[src/rtl/sync_fifo_if.sv]
// Signal bundle for the byte FIFO: data path, handshakes and status between producer/consumer and sync_fifo.
interface fifo_if #(
  parameter int unsigned width  = 8,
  parameter int unsigned length = 4
);
  localparam int unsigned count_w = $clog2(length + 1);

  logic [width-1:0]   data_in;
  logic               write_enable;
  logic               read_enable;
  logic [width-1:0]   data_out;
  logic               full;
  logic               empty;
  logic [count_w-1:0] count;
  logic               overflow;
  logic               underflow;

  modport dut (
    input  data_in, write_enable, read_enable,
    output data_out, full, empty, count, overflow, underflow
  );

  modport host (
    output data_in, write_enable, read_enable,
    input  data_out, full, empty, count, overflow, underflow
  );
endinterface

[src/rtl/sync_fifo.sv]
// Single-clock FIFO with registered read data, occupancy count and one-cycle overflow/underflow pulses.
module sync_fifo #(
  parameter int unsigned width  = 8,
  parameter int unsigned length = 4
) (
  input  logic clock,
  input  logic resetn,
  fifo_if.dut  bus
);

  localparam int unsigned count_w = $clog2(length + 1);
  localparam int unsigned ptr_w   = (length > 1) ? $clog2(length) : 1;

  logic [width-1:0]   mem [length];
  logic [ptr_w-1:0]   wp;
  logic [ptr_w-1:0]   rp;
  logic [count_w-1:0] count_q;
  logic [width-1:0]   data_q;
  logic               overflow_q;
  logic               underflow_q;
  logic               full;
  logic               empty;
  logic               rd_acc;
  logic               wr_acc;

  assign full   = (count_q == count_w'(length));
  assign empty  = (count_q == '0);
  // A read frees a slot on the same edge, so a full FIFO still takes a paired write.
  assign rd_acc = bus.read_enable && !empty;
  assign wr_acc = bus.write_enable && (!full || rd_acc);

  assign bus.full      = full;
  assign bus.empty     = empty;
  assign bus.count     = count_q;
  assign bus.data_out  = data_q;
  assign bus.overflow  = overflow_q;
  assign bus.underflow = underflow_q;

  // Storage is deliberately left out of reset.
  always_ff @(posedge clock) begin
    if (wr_acc) mem[wp] <= bus.data_in;
  end

  always_ff @(posedge clock or negedge resetn) begin
    if (!resetn) begin
      wp          <= '0;
      rp          <= '0;
      count_q     <= '0;
      data_q      <= '0;
      overflow_q  <= 1'b0;
      underflow_q <= 1'b0;
    end else begin
      overflow_q  <= bus.write_enable && full && !rd_acc;
      underflow_q <= bus.read_enable && empty;
      if (wr_acc) begin
        if (wp == ptr_w'(length - 1)) wp <= '0;
        else                          wp <= wp + ptr_w'(1);
      end
      if (rd_acc) begin
        data_q <= mem[rp];
        if (rp == ptr_w'(length - 1)) rp <= '0;
        else                          rp <= rp + ptr_w'(1);
      end
      case ({wr_acc, rd_acc})
        2'b10:   count_q <= count_q + count_w'(1);
        2'b01:   count_q <= count_q - count_w'(1);
        default: count_q <= count_q;
      endcase
    end
  end

endmodule

[src/flat_wrapper.sv]
// flat-port wrapper written by rule: the top's interface ports become plain ports
module sync_fifo_flat 
#(
  parameter int unsigned width  = 8,
  parameter int unsigned length = 4
)
  (clock, resetn, bus_data_in, bus_write_enable, bus_read_enable, bus_data_out, bus_full, bus_empty, bus_count, bus_overflow, bus_underflow);
  fifo_if #(.width(width), .length(length)) bus_i ();
  input  logic clock;
  input  logic resetn;
  input wire logic [$bits(bus_i.data_in)-1:0] bus_data_in;
  input wire logic [$bits(bus_i.write_enable)-1:0] bus_write_enable;
  input wire logic [$bits(bus_i.read_enable)-1:0] bus_read_enable;
  output wire logic [$bits(bus_i.data_out)-1:0] bus_data_out;
  output wire logic [$bits(bus_i.full)-1:0] bus_full;
  output wire logic [$bits(bus_i.empty)-1:0] bus_empty;
  output wire logic [$bits(bus_i.count)-1:0] bus_count;
  output wire logic [$bits(bus_i.overflow)-1:0] bus_overflow;
  output wire logic [$bits(bus_i.underflow)-1:0] bus_underflow;
  assign bus_i.data_in = bus_data_in;
  assign bus_i.write_enable = bus_write_enable;
  assign bus_i.read_enable = bus_read_enable;
  assign bus_data_out = bus_i.data_out;
  assign bus_full = bus_i.full;
  assign bus_empty = bus_i.empty;
  assign bus_count = bus_i.count;
  assign bus_overflow = bus_i.overflow;
  assign bus_underflow = bus_i.underflow;
  sync_fifo #(.width(width), .length(length)) u_core (.clock(clock), .resetn(resetn), .bus(bus_i));
endmodule
[config.mk]
export PLATFORM = sky130hd
export DESIGN_NAME = sync_fifo_flat
export DESIGN_NICKNAME = d
export VERILOG_FILES = /design/src/rtl/sync_fifo_if.sv /design/src/rtl/sync_fifo.sv /design/src/flat_wrapper.sv
export SDC_FILE = /design/constraint.sdc
export NUM_CORES = 1
export LEC_CHECK = 0
export CORE_AREA = 2 2 66 68
export DETAILED_ROUTE_END_ITERATION = 10
export DIE_AREA = 0 0 68 70
export PLACE_DENSITY = 0.76
export SYNTH_ARGS = -nofsm -noshare
export SYNTH_HDL_FRONTEND = slang
export SYNTH_SLANG_ARGS = --single-unit
export TNS_END_PERCENT = 20
[constraint.sdc]
create_clock -name clock -period 2.35 [get_ports clock]
set_input_delay 0.47 -clock clock [delete_from_list [all_inputs] [get_ports clock]]
set_output_delay 0.47 -clock clock [all_outputs]
set_load 0.05 [all_outputs]
### Word level (Yosys, flattened, before mapping)

Memory sizes are Yosys's and may differ from the RTL's. A register that Yosys moved wholly into a read port is not among the register bits.
Index checks and enable logic that the tools add are counted.

| word-level totals | value |
|---|---|
| bits in registers | 9 |
| bits in latches | 0 |
| RAM bits | 32 |
| ROM bits | 0 |
| bits of input ports | 12 |
| output and inout port bits | 15 |
| word-level logic and storage cells | 32 |
| memories | 1 |

| cells by class | value |
|---|---|
| $add $sub $neg | 4 |
| $mul | 0 |
| divide/modulo/power cells | 0 |
| order comparisons | 0 |
| eq/ne operators | 5 |
| shifts and indexed selects | 0 |
| multiplexer cells | 5 |
| bitwise gates (word level) | 0 |
| reduce and logical (&&, ||, !) cells | 12 |

Memories:

| name | words | width | rd ports | clocked after memory_dff | write ports | line | RTL |
|---|---|---|---|---|---|---|---|
| u_core.mem | 4 | 8 | 1 | 1 | 1 | sync_fifo.sv:14 | `logic [width-1:0] mem [length];` |

Operators with widths:

| cell | number |
|---|---|
| $eq A2 B2 Y1 const B | 3 |
| $pmux W3 S2 | 1 |
| $logic_and A1 B1 Y1 | 5 |
| $add A2 B1 Y2 const B | 2 |
| $logic_not A1 Y1 | 4 |
| $mux W2 | 2 |
| $add A3 B1 Y3 const B | 1 |
| $eq A3 B3 Y1 const B | 1 |
| $logic_not A3 Y1 | 1 |
| $sub A3 B1 Y3 const B | 1 |
| $eq A2 B1 Y1 const B | 1 |
| $mux W1 | 2 |
| $reduce_bool A2 Y1 | 1 |
| $logic_or A1 B1 Y1 | 1 |

### Longest topological paths before layout

| logic depth | value |
|---|---|
| word-level depth | 7 |
| mapped depth | 9 |

### Worst setup path after synthesis

OpenSTA, ideal clock, no wires.

| timing path | value |
|---|---|
| path kind | register to register |
| from | register u_core.count_q[2] (netlist: u_core.bus.count[2]) |
| to | register u_core.count_q[2] (netlist: u_core.bus.count[2]) |
| setup time | 0.082 ns |
| arrival time | 2.347 ns |
| data required time | 2.268 ns |
| setup slack | -0.079 ns |
| cell stages (with the launch flop) | 10 |
| path buffers | 0 |
| cell sequence | dfrtp_1 > or3b_4 > o21a_4 > inv_1 > ha_1 > inv_1 > fa_1 > xor2_1 > nor2_1 > xor2_1 |

| on the way | value |
|---|---|
| word-level cells in the longest chain between the ends | 7 |

Ends and longest elaborated chain:

| what | line | RTL |
|---|---|---|
| start: declaration | sync_fifo.sv:17 | `logic [count_w-1:0] count_q;` |
| start signal: assignment | sync_fifo.sv:65 | `2'b10: count_q <= count_q + count_w'(1);` |
| start signal: assignment | sync_fifo.sv:66 | `2'b01: count_q <= count_q - count_w'(1);` |
| start signal: assignment | sync_fifo.sv:67 | `default: count_q <= count_q;` |
| $logic_not A3 Y1 | sync_fifo.sv:27 | `assign empty = (count_q == '0);` |
| $logic_not A1 Y1 | sync_fifo.sv:29 | `assign rd_acc = bus.read_enable && !empty;` |
| $logic_and A1 B1 Y1 | sync_fifo.sv:29 |  |
| $logic_or A1 B1 Y1 | sync_fifo.sv:30 | `assign wr_acc = bus.write_enable && (!full \|\| rd_acc);` |
| $logic_and A1 B1 Y1 | sync_fifo.sv:30 |  |
| $eq A2 B1 Y1 / $eq A2 B2 Y1 (equally long branches) | sync_fifo.sv:64 | `case ({wr_acc, rd_acc})` |
| $pmux W3 S2 / $reduce_bool A2 Y1 (equally long branches) | -- |  |

Several ways; a longest one is shown, not always the timed one.
A chain may end at the register's enable or synchronous reset.

### Final worst setup path

| timing path | value |
|---|---|
| from | register u_core.count_q[1] (netlist: u_core.bus.count[1]) |
| to | register u_core.count_q[2] (netlist: u_core.bus.count[2]) |

The elaborated chain is that of the path after synthesis.

==> summary.md <==
| Metric | Value |
|---|---|
| Fmax | `0.450 GHz` |
| I/O pin cnt | `27` |
| Die ar. | `between 4000 and 5000 um2` |
| Syn. warnings | `0` |
| Number of max-cap violations | `0` |
| HPWL Detailed | `2260 um` |
| Setup-failing EPs final | `0` |
| Leakage | `0.934 nW` |
| Setup tns final | `0 ns` |
| # diodes | `0` |
| Final min period | `2.22 ns` |
| Worst min path class | `in -> async` |
| Initial drt markers | `29` |
| H-tree depth | `2` |
| Post-synth EDFFs | `32` |
| WP data required | `about 2.5 ns` |
| Layout fillers | `303` |
| Clk root buf | `clkbuf_8` |
| Number of detailed-route iterations in the first pass | `4` |
| Status | `complete, no violations` |
| Netlist cell types | `23` |
| Worst-Margin Slew | `around 0.64 ns` |
| Worst EP arrival | `between 2 and 2.5 ns` |
| Layout area overhead | `23.5%` |
| CTS clock-pin slew for the worst setup and hold paths | `~0.09 ns` |
| Crit-path max FO | `5` |
| Worst Setup Path Type | `reg -> reg` |
| Antenna violations before repair | `0` |
| FFs w/ async S/R, synth | `34.7%` |
| Max_slew headroom | `a little under 60%` |
| Synthesized area | `between 1500 and 2000 um2` |
| Top_reg_cell synth | `edfxtp_1` |
| Syn Inst Count | `between 100 and 150` |
| Starting Density | `a little under half` |
| Clk buf depth | `2` |
| Largest net degree at the start of global routing | `18` |
| Layout net count | `roughly 160` |
| Placement Rows | `24` |
| Period utilization | `roughly 95%` |
| CP max-delay cell | `dfrtp_1` |
| Worst-Skew Late Latency | `approximately 0.3 ns` |
| Vias/cell | `a little over 5` |
| Top-area cell type share of the netlist area | `between 40% and 50%` |
| Placed Area | `2310 um2` |
| Num CTS Buffers | `5` |
| Fin. Hold Viols | `0` |
| Avg Inst Size Synth | `approximately 19 um2` |
| Die width | `around 68 um` |
| I/O Buffers | `26` |
| Final Instance Area | `~2400 um2` |
| Antenna viol nets, final | `0` |
| Share of layout cells above drive strength 1 | `between 30 and 40%` |
| Slew Viols, Final | `0` |
| Drt total wl | `roughly 3300 um` |
| Synth Register Bits | `49` |
| GRT Overall Usage | `between 15 and 20%` |
| Clock sinks | `between 40 and 50` |
| Pwr Density | `about 1300 nW/um2` |
| Vias in the first global route | `~1,000` |
| RSZ-0062 raised after global routing | `false` |
| Critical Path Source Type | `flip-flop` |
| Crit path largest cell delay | `between 0.4 and 0.5 ns` |
| Global-route wire length before repair | `slightly above 5000 um` |
| CP Capture Type | `flip-flop` |
| Net Count, Synth | `around 120` |
| CTS tree | `built` |
| Post-synthesis sequential area ratio | `roughly 70%` |
| Die height | `~70 um` |
| Cells taking the most area after synthesis | `edfxtp_1, dfrtp_1, mux4_2` |
| Cells along the critical path | `or3b_4, o21a_4, inv_1, ha_2, inv_1, fa_2, xor2_1, nor2_1, xor2_1` |
| Vias | `approximately 980` |
| Setup Skew | `between 0.006 and 0.007 ns` |
| Routed length per instance | `between 15 and 20 um` |
| Drt drc | `0` |
| Placeable Area | `4140 um2` |
| CTS Hold Bufs | `0` |
| Peak VDD IR | `roughly 500 uV` |
| Placer Congestion | `about 0.77` |
| GRT overflow | `0` |
| Synth area leader | `edfxtp_1` |
## placed cells by master, fill, tap and decap left out, types with 4 or more instances in the layout
| cell type | synthesis | routed |
|---|---|---|
| inv_1 | 8 | 8 |
| and2_2 | 4 | 4 |
| dfrtp_1 | 17 | 15 |
| buf_4 | 1 | 9 |
| edfxtp_1 | 32 | 32 |
| clkbuf_8 | 0 | 5 |
| mux2_2 | 9 | 9 |
| mux4_2 | 8 | 8 |
| clkdlybuf4s50_1 | 0 | 24 |
| ha_1 | 6 | 5 |
## final timing paths
check                                             from                     end  slack [ns]  cells after the start
worst max register to register     u_core.bus.count[1]     u_core.bus.count[2]        0.13                      9
worst min register to register  u_core.bus.data_out[3]  u_core.bus.data_out[3]        0.51                      1
worst max-delay path               u_core.bus.count[1]     u_core.bus.count[2]        0.13                      9
worst min-delay path                            resetn  u_core.bus.data_out[1]        0.49                      2
min in group clock              u_core.bus.data_out[3]  u_core.bus.data_out[3]        0.51                      1
max in group asynchronous                       resetn     u_core.bus.count[2]        1.63                      2
## kinds of logic after synthesis
group                    count (synthesis)  share of synthesized area [%]
AO/OA/AOI/OAI                            3                           1.52
XOR/XNOR                                 3                           1.33
adder cells (fa/ha/maj)                  7                           4.81
buffers and inverters                   11                           2.34
flip-flops                              49                           70.1
multiplexers                            20                           16.3
AND/OR/NAND/NOR                         11                           3.67
## routing by layer
metal  global-route usage [%]  wire length, um  vias to the layer above
li1                         -                -                      461
met1                     16.3             1260                      501
met2                     27.4             1850                       15
met3                     5.15               98                        5
met4                     8.67               72                        0
met5                        0                0                        -
## layout make-up
cell class                 count  area (um2)  area share (%)
sequential                    49        1390            56.8
timing repair buffer          34         317            13.0
inverter                       8        30.0            1.23
multi-input combinational     44         556            22.7
tap                           52        65.1            2.66
clock inverter                 2        15.0           0.614
clock buffer                   6        72.6            2.97
## power breakdown
part / switching, mW / internal, mW
registers: 0.195 / 1.18
clock network: 0.270 / 0.210
logic: 0.758 / 0.644
total: 1.22 / 2.04
## synthesized netlist by cell type, types with 2 or more instances
library cell	instances
and2_2	4
dfrtp_1	17
edfxtp_1	32
ha_1	6
inv_1	8
mux2_2	9
mux2_4	2
mux4_2	8
nor2_1	2
nor3_1	2
xor2_1	2
## timing repair
item,in CTS,in global routing
setup buffers,0,5
pin swaps,0,3
resized for setup,1,2
endpoints found under the setup margin,1,1
## metrics by stage
step                total power [mW]  setup slack (ns)  cells  utilization (%)  hold WS (ns)
floorplan                       2.33           0.00160    104                -         0.174
global placement                2.68            0.0575    182             55.9         0.490
detailed placement              2.76           -0.0710    182             55.9         0.493
CTS                             3.24            0.0430    190             57.9         0.487
global route                    3.43           0.00141    195             59.0         0.502
finish                          3.26             0.129    195             59.0         0.490
## critical path: cells and delay by family, from the launching register on
kind | cells | cell delay (ns)
buffers and inverters | 2 | 0.11
XOR/XNOR | 2 | 0.34
AND/OR/NAND/NOR | 2 | 0.50
AO/OA/AOI/OAI | 1 | 0.20
flip-flops | 1 | 0.43
adder cells (fa/ha/maj) | 2 | 0.52
## state kept, by name, indices dropped and copies added, names as in the netlist
register and cells:
u_core.wp 2, u_core.rp 2, u_core.bus.underflow 1, u_core.bus.overflow 1
u_core.mem 32, u_core.bus.data_out 8, u_core.bus.count 3
Note: power is estimated with default switching activity, not from simulation.
